===== src/rtl/disp_arbiter_if.sv =====
// Request/display bus between three display requesters and the display arbiter.
interface disp_arbiter_if;
  logic [2:0]  req;
  logic [2:0]  blink;
  logic [15:0] bcd_in0;
  logic [15:0] bcd_in1;
  logic [15:0] bcd_in2;
  logic [2:0]  grant;
  logic [15:0] bcd_int;
  logic        disp_blank;
  logic        busy;

  modport master (
    output req, blink, bcd_in0, bcd_in1, bcd_in2,
    input  grant, bcd_int, disp_blank, busy
  );

  modport slave (
    input  req, blink, bcd_in0, bcd_in1, bcd_in2,
    output grant, bcd_int, disp_blank, busy
  );
endinterface


===== src/rtl/disp_arbiter.sv =====
// Round-robin arbiter sharing one 4-digit BCD display among three requesters,
// with a minimum hold time and per-owner blinking, both paced by a 1 kHz tick.
module disp_arbiter #(
  parameter int unsigned HOLD_TICKS  = 500,
  parameter int unsigned BLINK_TICKS = 250
) (
  input  logic           fpga_clk,
  input  logic           sys_rst_n,
  input  logic           clk_1KHz,
  disp_arbiter_if.slave  bus
);

  localparam int unsigned CNT_W = 10;

  typedef enum logic [1:0] {IDLE, HOLD, OPEN} state_t;

  state_t             state_q;
  logic [2:0]         grant_q;
  logic [1:0]         ptr_q;
  logic [CNT_W-1:0]   hold_q;
  logic [CNT_W-1:0]   blink_cnt_q;
  logic               blank_q;
  logic               blink_prev_q;
  logic               busy_q;
  logic [15:0]        bcd_q;
  logic               s1_q, s2_q, s3_q;
  logic [1:0]         arm_q;
  logic               armed_q;

  logic               tick_c;
  logic               owner_req_c;
  logic               owner_blink_c;
  logic [2:0]         pick_mask_c;
  logic [1:0]         win_idx_c;
  logic [2:0]         win_oh_c;
  logic               regrant_c;
  logic [15:0]        bcd_sel_c;

  // Search order ptr+1, ptr+2, ptr: the last match in this loop wins.
  function automatic logic [1:0] rr_pick(input logic [2:0] mask, input logic [1:0] ptr);
    logic [1:0] idx;
    rr_pick = ptr;
    for (int k = 3; k >= 1; k--) begin
      idx = 2'((int'(ptr) + k) % 3);
      if (mask[idx]) rr_pick = idx;
    end
  endfunction

  // Tick is held off until the sync pipe has seen clk_1KHz low after reset.
  assign tick_c        = s2_q & ~s3_q & armed_q;
  assign owner_req_c   = |(bus.req & grant_q);
  assign owner_blink_c = |(bus.blink & grant_q);
  assign pick_mask_c   = (state_q == IDLE) ? bus.req : (bus.req & ~grant_q);
  assign win_idx_c     = rr_pick(pick_mask_c, ptr_q);
  assign win_oh_c      = 3'(3'b001 << win_idx_c);
  assign regrant_c     = (state_q == IDLE) ? (|bus.req)
                                           : ((state_q == OPEN) && owner_req_c && (|pick_mask_c));
  assign bcd_sel_c     = grant_q[0] ? bus.bcd_in0 :
                         grant_q[1] ? bus.bcd_in1 :
                         grant_q[2] ? bus.bcd_in2 : 16'h0000;

  always_ff @(posedge fpga_clk or negedge sys_rst_n) begin
    if (!sys_rst_n) begin
      state_q      <= IDLE;
      grant_q      <= 3'b000;
      ptr_q        <= 2'd2;
      hold_q       <= '0;
      blink_cnt_q  <= '0;
      blank_q      <= 1'b1;
      blink_prev_q <= 1'b0;
      busy_q       <= 1'b0;
      bcd_q        <= 16'h0000;
      s1_q         <= 1'b0;
      s2_q         <= 1'b0;
      s3_q         <= 1'b0;
      arm_q        <= 2'b00;
      armed_q      <= 1'b0;
    end else begin
      s1_q    <= clk_1KHz;
      s2_q    <= s1_q;
      s3_q    <= s2_q;
      arm_q   <= {arm_q[0], 1'b1};
      armed_q <= armed_q | (arm_q[1] & ~s2_q);
      bcd_q   <= bcd_sel_c;

      if ((state_q != IDLE) && !owner_req_c) begin
        // Owner release beats every other event.
        state_q      <= IDLE;
        grant_q      <= 3'b000;
        busy_q       <= 1'b0;
        blank_q      <= 1'b1;
        bcd_q        <= 16'h0000;
        blink_prev_q <= 1'b0;
      end else if (regrant_c) begin
        state_q      <= HOLD;
        grant_q      <= win_oh_c;
        ptr_q        <= win_idx_c;
        busy_q       <= 1'b1;
        hold_q       <= CNT_W'(HOLD_TICKS);
        blink_cnt_q  <= CNT_W'(BLINK_TICKS);
        blank_q      <= 1'b0;
        blink_prev_q <= |(bus.blink & win_oh_c);
      end else if (state_q != IDLE) begin
        if (state_q == HOLD) begin
          if (hold_q == '0) begin
            state_q <= OPEN;
          end else if (tick_c) begin
            hold_q <= hold_q - CNT_W'(1);
          end
        end
        blink_prev_q <= owner_blink_c;
        if (!owner_blink_c) begin
          blank_q <= 1'b0;
        end else if (!blink_prev_q) begin
          blank_q     <= 1'b0;
          blink_cnt_q <= CNT_W'(BLINK_TICKS);
        end else if (tick_c) begin
          if (blink_cnt_q <= CNT_W'(1)) begin
            blank_q     <= ~blank_q;
            blink_cnt_q <= CNT_W'(BLINK_TICKS);
          end else begin
            blink_cnt_q <= blink_cnt_q - CNT_W'(1);
          end
        end
      end
    end
  end

  assign bus.grant      = grant_q;
  assign bus.bcd_int    = bcd_q;
  assign bus.disp_blank = blank_q;
  assign bus.busy       = busy_q;

endmodule


===== src/flat_wrapper.sv =====
// flat-port wrapper written by rule: the top's interface ports become plain ports
module disp_arbiter_flat 
#(
  parameter int unsigned HOLD_TICKS  = 500,
  parameter int unsigned BLINK_TICKS = 250
)
  (fpga_clk, sys_rst_n, clk_1KHz, bus_req, bus_blink, bus_bcd_in0, bus_bcd_in1, bus_bcd_in2, bus_grant, bus_bcd_int, bus_disp_blank, bus_busy);
  disp_arbiter_if bus_i ();
  input  logic fpga_clk;
  input  logic sys_rst_n;
  input  logic clk_1KHz;
  input wire logic [$bits(bus_i.req)-1:0] bus_req;
  input wire logic [$bits(bus_i.blink)-1:0] bus_blink;
  input wire logic [$bits(bus_i.bcd_in0)-1:0] bus_bcd_in0;
  input wire logic [$bits(bus_i.bcd_in1)-1:0] bus_bcd_in1;
  input wire logic [$bits(bus_i.bcd_in2)-1:0] bus_bcd_in2;
  output wire logic [$bits(bus_i.grant)-1:0] bus_grant;
  output wire logic [$bits(bus_i.bcd_int)-1:0] bus_bcd_int;
  output wire logic [$bits(bus_i.disp_blank)-1:0] bus_disp_blank;
  output wire logic [$bits(bus_i.busy)-1:0] bus_busy;
  assign bus_i.req = bus_req;
  assign bus_i.blink = bus_blink;
  assign bus_i.bcd_in0 = bus_bcd_in0;
  assign bus_i.bcd_in1 = bus_bcd_in1;
  assign bus_i.bcd_in2 = bus_bcd_in2;
  assign bus_grant = bus_i.grant;
  assign bus_bcd_int = bus_i.bcd_int;
  assign bus_disp_blank = bus_i.disp_blank;
  assign bus_busy = bus_i.busy;
  disp_arbiter #(.HOLD_TICKS(HOLD_TICKS), .BLINK_TICKS(BLINK_TICKS)) u_core (.fpga_clk(fpga_clk), .sys_rst_n(sys_rst_n), .clk_1KHz(clk_1KHz), .bus(bus_i));
endmodule

===== config.mk =====
export PLATFORM = sky130hd
export DESIGN_NAME = disp_arbiter_flat
export DESIGN_NICKNAME = d
export VERILOG_FILES = /design/src/rtl/disp_arbiter_if.sv /design/src/rtl/disp_arbiter.sv /design/src/flat_wrapper.sv
export SDC_FILE = /design/constraint.sdc
export NUM_CORES = 1
export LEC_CHECK = 0
export BUFFER_PORTS_ARGS = -buffer_cell sky130_fd_sc_hd__buf_2
export CAP_MARGIN = 0
export CORE_ASPECT_RATIO = 2
export CORE_MARGIN = 5
export CORE_UTILIZATION = 55
export CTS_BUF_LIST = sky130_fd_sc_hd__clkbuf_4 sky130_fd_sc_hd__clkbuf_8
export DETAILED_ROUTE_END_ITERATION = 8
export HOLD_SLACK_MARGIN = 0.02
export PLACE_DENSITY = 0.82
export SYNTH_ARGS = -nofsm -noshare
export SYNTH_HDL_FRONTEND = slang
export SYNTH_SLANG_ARGS = --single-unit

===== constraint.sdc =====
create_clock -name fpga_clk -period 4.4 [get_ports fpga_clk]
set_clock_uncertainty 0.05 [all_clocks]
set_input_delay 1.1 -clock fpga_clk [delete_from_list [all_inputs] [get_ports fpga_clk]]
set_output_delay 1.1 -clock fpga_clk [all_outputs]
set_load 0.05 [all_outputs]

## Word-level counts from Yosys, hierarchy flattened

Index checks and enable logic that the tools add are counted.

- Add/sub/neg operators: 5
- Divide/modulo/power cells: 3
- Order comparisons: 4
- Eq/ne operators: 6
- Shift-type cells: 1
- Multiplexer cells: 45
- Bitwise gates (word level): 13
- Reductions and logical operators: 25

Operator list:

| kind | count |
|---|---|
| $mux W10 | 11 |
| $mod A32 B3 Y32 const B | 3 |
| $mux W16 | 4 |
| $sub A10 B1 Y10 const B | 2 |
| $mux W1 | 16 |
| $mux W2 | 8 |
| $reduce_or A3 Y1 | 5 |
| $and A3 B3 Y3 | 4 |
| $reduce_bool A2 Y1 | 6 |
| $le A10 B1 Y1 const B | 1 |
| $logic_not A10 Y1 | 1 |
| $ne A5 B5 Y1 const B | 2 |
| $lt A2 B3 Y1 const B | 3 |
| $mux W3 | 3 |
| $reduce_bool A3 Y1 | 3 |
| $add A2 B2 Y3 const B | 2 |
| $bmux W1 S2 | 3 |
| $reduce_and A3 Y1 | 2 |
| $reduce_and A5 Y1 | 1 |
| $not A1 Y1 | 4 |
| $reduce_and A4 Y1 | 1 |
| $add A2 B1 Y3 const B | 1 |
| $and A1 B1 Y1 | 3 |
| $logic_and A1 B1 Y1 | 3 |
| 10 further kinds | 10 |

- Register bits after elaboration: 52
- Input bits: 57
- Output and inout bits: 21
- Logic and storage cells: 116

## Depth between registers and ports, before layout

Gate-level depths: netlist of run 1.

- Depth after elaboration: 13
- Gate-level depth with buffers: 10
- Mapped depth without buffers: 9

## Least setup slack after synthesis of run 1

OpenSTA, ideal clock, no wires.

- Path kind: input to register
- Start point: input bus_req[1]
- End point: register u_core.blink_cnt_q[7]
- Library setup time: 0.132 ns
- Arrival: 2.777 ns
- Data required time: 4.218 ns
- Path slack: 1.441 ns
- Cell stages on the path: 8
- Path buffers: 2
- Cells stage by stage: clkbuf_1 > a222oi_1 > o31a_1 > or2_1 > buf_4 > nand4_4 > o41ai_2 > o21ai_1

- Word-level cells in the longest chain between the ends: 7
- Elaborated cells on any way between the ends: 17
- Classes of those cells: eq/ne (1); mux (3); bitwise (3); reduce/logical (10)

Ends and longest elaborated chain:

| what | line | RTL |
|---|---|---|
| start: declaration | flat_wrapper.sv:12 | `input wire logic [$bits(bus_i.req)-1:0] bus_req;` |
| $and A3 B3 Y3 (on tied branches) | disp_arbiter.sv:53, disp_arbiter.sv:51 |  |
| $mux W3 / $reduce_or A3 Y1 (equally long branches) | disp_arbiter.sv:53, disp_arbiter.sv:51 |  |
| $reduce_or A3 Y1 / $logic_and A1 B1 Y1 (equally long branches) | disp_arbiter.sv:57 | `: ((state_q == OPEN) && owner_req_c && (\|pick_mask_c));` |
| $logic_and A1 B1 Y1 | disp_arbiter.sv:57 |  |
| $mux W1 | disp_arbiter.sv:56 | `assign regrant_c = (state_q == IDLE) ? (\|bus.req)` |
| $ne A3 B3 Y1 (no source line) / $reduce_bool A2 Y1 (equally long branches) | -- |  |
| $reduce_and A4 Y1 (no source line) | -- |  |
| end signal: assignment | disp_arbiter.sv:100 | `blink_cnt_q <= CNT_W'(BLINK_TICKS);` |
| end signal: assignment | disp_arbiter.sv:116 | `blink_cnt_q <= CNT_W'(BLINK_TICKS);` |
| end signal: assignment | disp_arbiter.sv:120 | `blink_cnt_q <= CNT_W'(BLINK_TICKS);` |
| end: declaration | disp_arbiter.sv:21 | `logic [CNT_W-1:0] blink_cnt_q;` |

Several ways; a longest one is shown, not always the timed one.
A chain may end at the register's enable or synchronous reset.

## Final worst setup path of run 1

- Start point: input bus_req[0]
- End point: register u_core.blink_cnt_q[7]

Same word-level chain as after synthesis.

==> flow_metrics.env, run 1 <==
export IMPL_status="finished clean"
export IMPL_slew_viol_final=0
export IMPL_cp_max_fo=14
export IMPL_seq_power_share_pct=30.6
export IMPL_worstPathArrival_ns=3.35
export IMPL_layout_nets=475
export IMPL_cts_buffers=5
export IMPL_cts_tree="yes"
export IMPL_antenna_found_initial=0
export IMPL_portBuffers=77
export IMPL_rsz0062_at_grt="no"
export IMPL_synth_nets=408
export IMPL_drt_wl_total_mm=7.59
export IMPL_final_common_cell="buf_2"
export IMPL_finalSetupTns_ns=0
export IMPL_synth_compound_area_share_pct=24.4
export IMPL_hp_class="reg2reg"
export IMPL_die_h_um=115
export IMPL_cts_clk_slew_worst_paths_ns=0.09
export IMPL_die_area_um2=7130
export IMPL_leakagePower_nw=1.58
export IMPL_ir_drop_mv=0.472
export IMPL_grt_pass1_wl_mm=12.4
export IMPL_place_congestion=0.829
export IMPL_fin_crit_sh_pct=73.1
export IMPL_syn_area_um2=3010
export IMPL_synth_cells=345
export IMPL_ys_seq_area_share_pct=43.4
export IMPL_drt_iter0_markers=246
export IMPL_startpoint_type="primary input"
export IMPL_drv_cap=0
export IMPL_ys_warnings_count=0
export IMPL_synthArstFlopShare_pct=100
export IMPL_vias_per_cell=6.04
export IMPL_fp_row_count=38
export IMPL_p_clk_share_pct=14.3
export IMPL_clk_latency_ns=0.30
export IMPL_synthFlopType="dfrtp_1"
export IMPL_synth_mux_area_share_pct=0
export IMPL_endpoint_kind="flop"
export IMPL_cts_max_level=2
export IMPL_drive_gt1_share_pct=25.4
export IMPL_synth_xor_area_share_pct=2.33
export IMPL_setup_viol=0
export IMPL_critical_path_class="in2reg"
export IMPL_die_x_um=62.3
export IMPL_initial_utilization_pct=56.0
export IMPL_final_cell_mix="77 x buf_2, 53 x nor2_1, 50 x dfrtp_1"
export IMPL_clockRootBuffer="clkbuf_8"
export IMPL_synth_top_family_by_area="compound AO/OA/AOI/OAI gates"
export IMPL_power_density_nw_per_um2=650
export IMPL_grt_max_degree=47
export IMPL_antenna_cells=0
export IMPL_finalHoldViolations=0
export IMPL_period_needed_ns=3.22
export IMPL_p_switching_w=0.00111
export IMPL_cts_hold_buffers_added=0
export IMPL_totalPowerFinal_w=0.00228
export IMPL_synth_simple_area_share_pct=23.1
export IMPL_p_int_w=0.00118
export IMPL_overflow=0
export IMPL_synth_cell_types=61
export IMPL_switching_share_pct=48.5
export IMPL_ctsResizeCount=0
export IMPL_pwr_share_comb_pct=55.1
export IMPL_syn_avg_cell_area_um2=8.71
export IMPL_clock_path_buffers=2
export IMPL_slew_headroom_pct=28.4
export IMPL_vias=2857
export IMPL_synth_edf_count=0
export IMPL_clock_fmax_mhz=311
export IMPL_grt_pass1_vias=2790
export IMPL_ys_seq_elements=52
export IMPL_synthAdderAreaFrac_pct=2.50
export IMPL_post_cts_buffers=0
export IMPL_cts_sinks=52
export IMPL_drc=0
export IMPL_first_pass_iters=4
export IMPL_io_pin_count=78
export IMPL_syn2layout_area_growth_pct=16.9
export IMPL_postRouteAntennaNets=0
export IMPL_avgRoutedWirePerCell_um=16.1
export IMPL_place_hpwl_mm=5.62
export IMPL_critical_path_required_ns=4.54
export IMPL_grt_usage_pct=21.5
export IMPL_core_area_um2=5370
export IMPL_tightest_slew_ns=1.07
kinds of logic (layout without fill, tap and decap cells):
group	after synthesis	after routing
flip-flops	52	52
buffers and inverters	31	99
AO/OA/AOI/OAI	109	109
other	1	1
XOR/XNOR	8	8
AND/OR/NAND/NOR	138	138
adder cells (fa/ha/maj)	6	6
metal layers:
layer / track usage [%] / part of all wire [%] / up-vias
met2: 40.5 / 54 / 104
li1: - / - / 1384
met5: 0 / 0 / -
met4: 10.8 / 3.4 / 0
met3: 4.22 / 5.6 / 22
met1: 21.8 / 37 / 1347
stage by stage:
stage / setup slack, ns / instances / area, um2 / util (%) / hold slack [ns]
3_5_place_dp: 0.873 / 465 / 3400 / 63.4 / 0.295
4_1_cts: 1.21 / 473 / 3520 / 65.4 / 0.317
2_1_floorplan: 1.44 / 345 / 3010 / - / 0.281
5_1_grt: 1.06 / 473 / 3520 / 65.4 / 0.323
6_report: 1.18 / 473 / 3520 / 65.4 / 0.309
3_3_place_gp: 0.978 / 465 / 3400 / 63.4 / 0.282
synthesized netlist by cell type (all sizes together), types with 2 or more instances:
library cell	n	area [um2]
a21o	3	22.5
a21oi	30	154
a222oi	3	30.0
a22oi	16	120
a31oi	7	43.8
a32oi	2	17.5
and2	2	12.5
and4	2	17.5
buf	7	36.3
clkbuf	13	48.8
dfrtp	50	1250
dfstp	2	52.6
ha	6	75.1
inv	11	41.3
nand2	22	82.6
nand2b	6	37.5
nand3	9	45.0
nand3b	3	22.5
nand4	6	52.6
nand4b	4	35.0
nor2	54	205
nor2b	8	50.1
nor3	5	25.0
nor4	4	25.0
o211ai	2	20.0
o21a	2	15.0
o21ai	23	123
o31ai	2	15.0
o41ai	4	42.6
or2	6	37.5
or3	5	31.3
xnor2	2	17.5
xor2	6	52.6
power by group through the flow:
stage / Sequential, W / Combinational (W) / Clock (W)
2_1_floorplan: 0.000921 / 0.000747 / 0
3_3_place_gp: 0.000702 / 0.00123 / 0
3_5_place_dp: 0.000708 / 0.00125 / 0
4_1_cts: 0.000698 / 0.00126 / 0.000338
5_1_grt: 0.000712 / 0.00137 / 0.000355
6_report: 0.000699 / 0.00126 / 0.000326
flip-flops by register name, indices dropped and copies added (netlist names):
| signal | flops |
|---|---|
| u_core.blink_prev_q | 1 |
| u_core.s3_q | 1 |
| u_core.bus.busy | 1 |
| u_core.blink_cnt_q | 10 |
| u_core.bus.grant | 3 |
| u_core.bus.bcd_int | 16 |
| u_core.s1_q | 1 |
| u_core.hold_q | 10 |
| u_core.state_q | 2 |
| u_core.bus.disp_blank | 1 |
| u_core.s2_q | 1 |
| u_core.ptr_q | 2 |
| u_core.arm_q | 2 |
| u_core.armed_q | 1 |
cell type report:
type / count / area [um2]
clock inverter: 2 / 35.0
sequential: 52 / 1300
fill: 489 / 1860
inverter: 11 / 41.3
tap: 60 / 75.1
clock buffer: 6 / 76.3
timing repair buffer: 80 / 408
multi-input combinational: 262 / 1580
critical path: stages:
cell      delay, ns
buf_2          0.14
a222oi_1       0.72
o31a_1         0.29
or2_1          0.48
nand4_4        0.21
o41ai_2        0.31
o21ai_1        0.09
path summary, 6_finish.rpt:
check / start / to / slack (ns) / cells past startpoint
worst min-delay path: u_core.arm_q[0] / u_core.arm_q[1] / 0.31 / 0
worst min register to register: u_core.arm_q[0] / u_core.arm_q[1] / 0.31 / 0
max in group asynchronous: sys_rst_n / u_core.s2_q / 2.94 / 2
worst max register to register: u_core.bus.grant[1] / u_core.blink_cnt_q[7] / 1.29 / 7
worst max-delay path: bus_req[0] / u_core.blink_cnt_q[7] / 1.18 / 7
min in group asynchronous: sys_rst_n / u_core.bus.bcd_int[13] / 0.56 / 1
Power figures use the tool's default switching activity.
==> inputs of run 2 (changes only) <==
clock period = 3.3 ns   (was 4.4 ns; I/O delays follow)
==> run 2 against run 1 <==
Compared with the run above: register-to-register slack got worse by 0.82 ns; total power rose by 35%; sequential share of layout area fell by 0.24 points; core utilization rose by 0.42 points.
==> flow_metrics.env, run 2 (same netlist as run 1, synthesis figures left out) <==
export IMPL_status="finished clean"
export IMPL_drc=0
export IMPL_place_congestion=0.894
export IMPL_vias_per_cell=6.18
export IMPL_fin_crit_sh_pct=85.8
export IMPL_portBuffers=77
export IMPL_design_area_um2=3540
export IMPL_post_place_ws_ns=0.458
export IMPL_regArea_um2=1300
export IMPL_fp_row_count=38
export IMPL_setup_viol=0
export IMPL_period_needed_ns=2.83
export IMPL_final_common_cell="buf_2"
export IMPL_largest_reg_flops=16
export IMPL_avgRoutedWirePerCell_um=17.0
export IMPL_die_area_um2=7130
export IMPL_postRouteAntennaNets=0
export IMPL_drv_cap=0
export IMPL_multiInputGateArea_um2=1580
export IMPL_grt_pass1_vias=3036
export IMPL_grt_pass1_wl_mm=13.4
export IMPL_initial_utilization_pct=56.0
export IMPL_max_stage_delay_ns=0.53
export IMPL_critical_path_class="reg2reg"
export IMPL_cts_buffers=5
export IMPL_cts_clk_slew_worst_paths_ns=0.09
export IMPL_syn2layout_area_growth_pct=17.7
export IMPL_cpLargestDelayFamily="compound AO/OA/AOI/OAI gates"
export IMPL_final_cell_mix="77 x buf_2, 53 x nor2_1, 50 x dfrtp_1"
export IMPL_cts_max_level=2
export IMPL_ir_drop_mv=0.667
export IMPL_first_pass_iters=5
export IMPL_cts_hold_buffers_added=0
export IMPL_dpl_instance_area_um2=3430
export IMPL_place_hpwl_mm=6.04
export IMPL_clock_fmax_mhz=353
export IMPL_power_density_nw_per_um2=871
export IMPL_startpoint_type="flop"
export IMPL_finalSetupTns_ns=0
export IMPL_worstPathArrival_ns=2.98
export IMPL_slew_headroom_pct=27.8
export IMPL_die_h_um=115
export IMPL_io_pin_count=78
export IMPL_overflow=0
export IMPL_core_area_um2=5370
export IMPL_hp_class="reg2reg"
export IMPL_critical_path_required_ns=3.44
export IMPL_leakagePower_nw=1.59
export IMPL_path_buf_inv=0
export IMPL_grt_usage_pct=23.1
export IMPL_tightest_slew_ns=1.08
export IMPL_vias=2940
export IMPL_hold_ws_ns=0.306
export IMPL_drt_wl_total_mm=8.11
export IMPL_antenna_found_initial=0
export IMPL_slew_viol_final=0
export IMPL_setup_ws_ns=0.469
export IMPL_reg2reg_slack_ns=0.47
export IMPL_rsz0062_at_grt="no"
export IMPL_layout_nets=478
export IMPL_clockRootBuffer="clkbuf_8"
export IMPL_crit_path_frequent_cell="o21ai_1"
export IMPL_nFillCells=465
export IMPL_crit_path_top_delay_cell="dfrtp_1"
export IMPL_clk_latency_ns=0.31
export IMPL_cp_max_fo=17
export IMPL_finalHoldViolations=0
export IMPL_cts_tree="yes"
export IMPL_drive_gt1_share_pct=26.0
export IMPL_post_cts_buffers=0
export IMPL_antenna_cells=0
export IMPL_crit_chain="o21ai_1 > a222oi_1 > o31a_1 > nor2_2 > o21ai_1 > o21ai_0 > o21ai_1"
export IMPL_cts_sinks=52
export IMPL_clock_path_buffers=2
export IMPL_die_x_um=62.3
export IMPL_drt_iter0_markers=173
export IMPL_ctsResizeCount=0
export IMPL_grt_max_degree=42
export IMPL_endpoint_kind="flop"
-- run 2: path summary, 6_finish.rpt --
| kind | from | to | depth (start not counted) |
|---|---|---|---|
| worst min register to register | u_core.arm_q[0] | u_core.arm_q[1] | 0 |
| max in group asynchronous | sys_rst_n | u_core.bus.disp_blank | 2 |
| worst min-delay path | u_core.arm_q[0] | u_core.arm_q[1] | 0 |
| worst max register to register | u_core.state_q[0] | u_core.blink_cnt_q[8] | 7 |
| min in group asynchronous | sys_rst_n | u_core.bus.bcd_int[0] | 1 |
| worst max-delay path | u_core.state_q[0] | u_core.blink_cnt_q[8] | 7 |
-- run 2: power by group --
part	switching (W)	internal (W)	total (W)
clock network	0.000214	0.000225	0.000438
logic	0.00117	0.000554	0.00173
registers	0.000116	0.000800	0.000916
-- run 2: routing by layer --
metal / wire, um / part of all wire, % / vias up / global-route usage [%]
li1: - / - / 1389 / -
met1: 2710 / 33 / 1413 / 22.0
met2: 4580 / 56 / 102 / 43.8
met3: 405 / 5.0 / 36 / 4.22
met4: 412 / 5.1 / 0 / 14.6
met5: 0 / 0 / - / 0
-- run 2: worst reg2reg max path: cells and delay by family (launching register included) --
kind,cells,cell delay (ns)
compound gates,6,1.63
flops,1,0.53
simple gates,1,0.51
-- run 2: final cells by class --
class,instances,share of cell area [%]
clock inverters,3,1.20
inverters,11,1.17
multi-input cells,262,44.6
well taps,60,2.12
clock buffers,5,1.94
flip-flops and latches,52,36.8
repair buffers,83,12.2
-- run 2: metrics by stage --
stage / utilization [%] / total power [W] / std cells
after floorplan: - / 0.00222 / 345
after global placement: 63.8 / 0.00260 / 468
after detailed placement: 63.8 / 0.00264 / 468
after CTS: 65.9 / 0.00309 / 476
after global routing: 65.9 / 0.00330 / 476
final: 65.9 / 0.00308 / 476
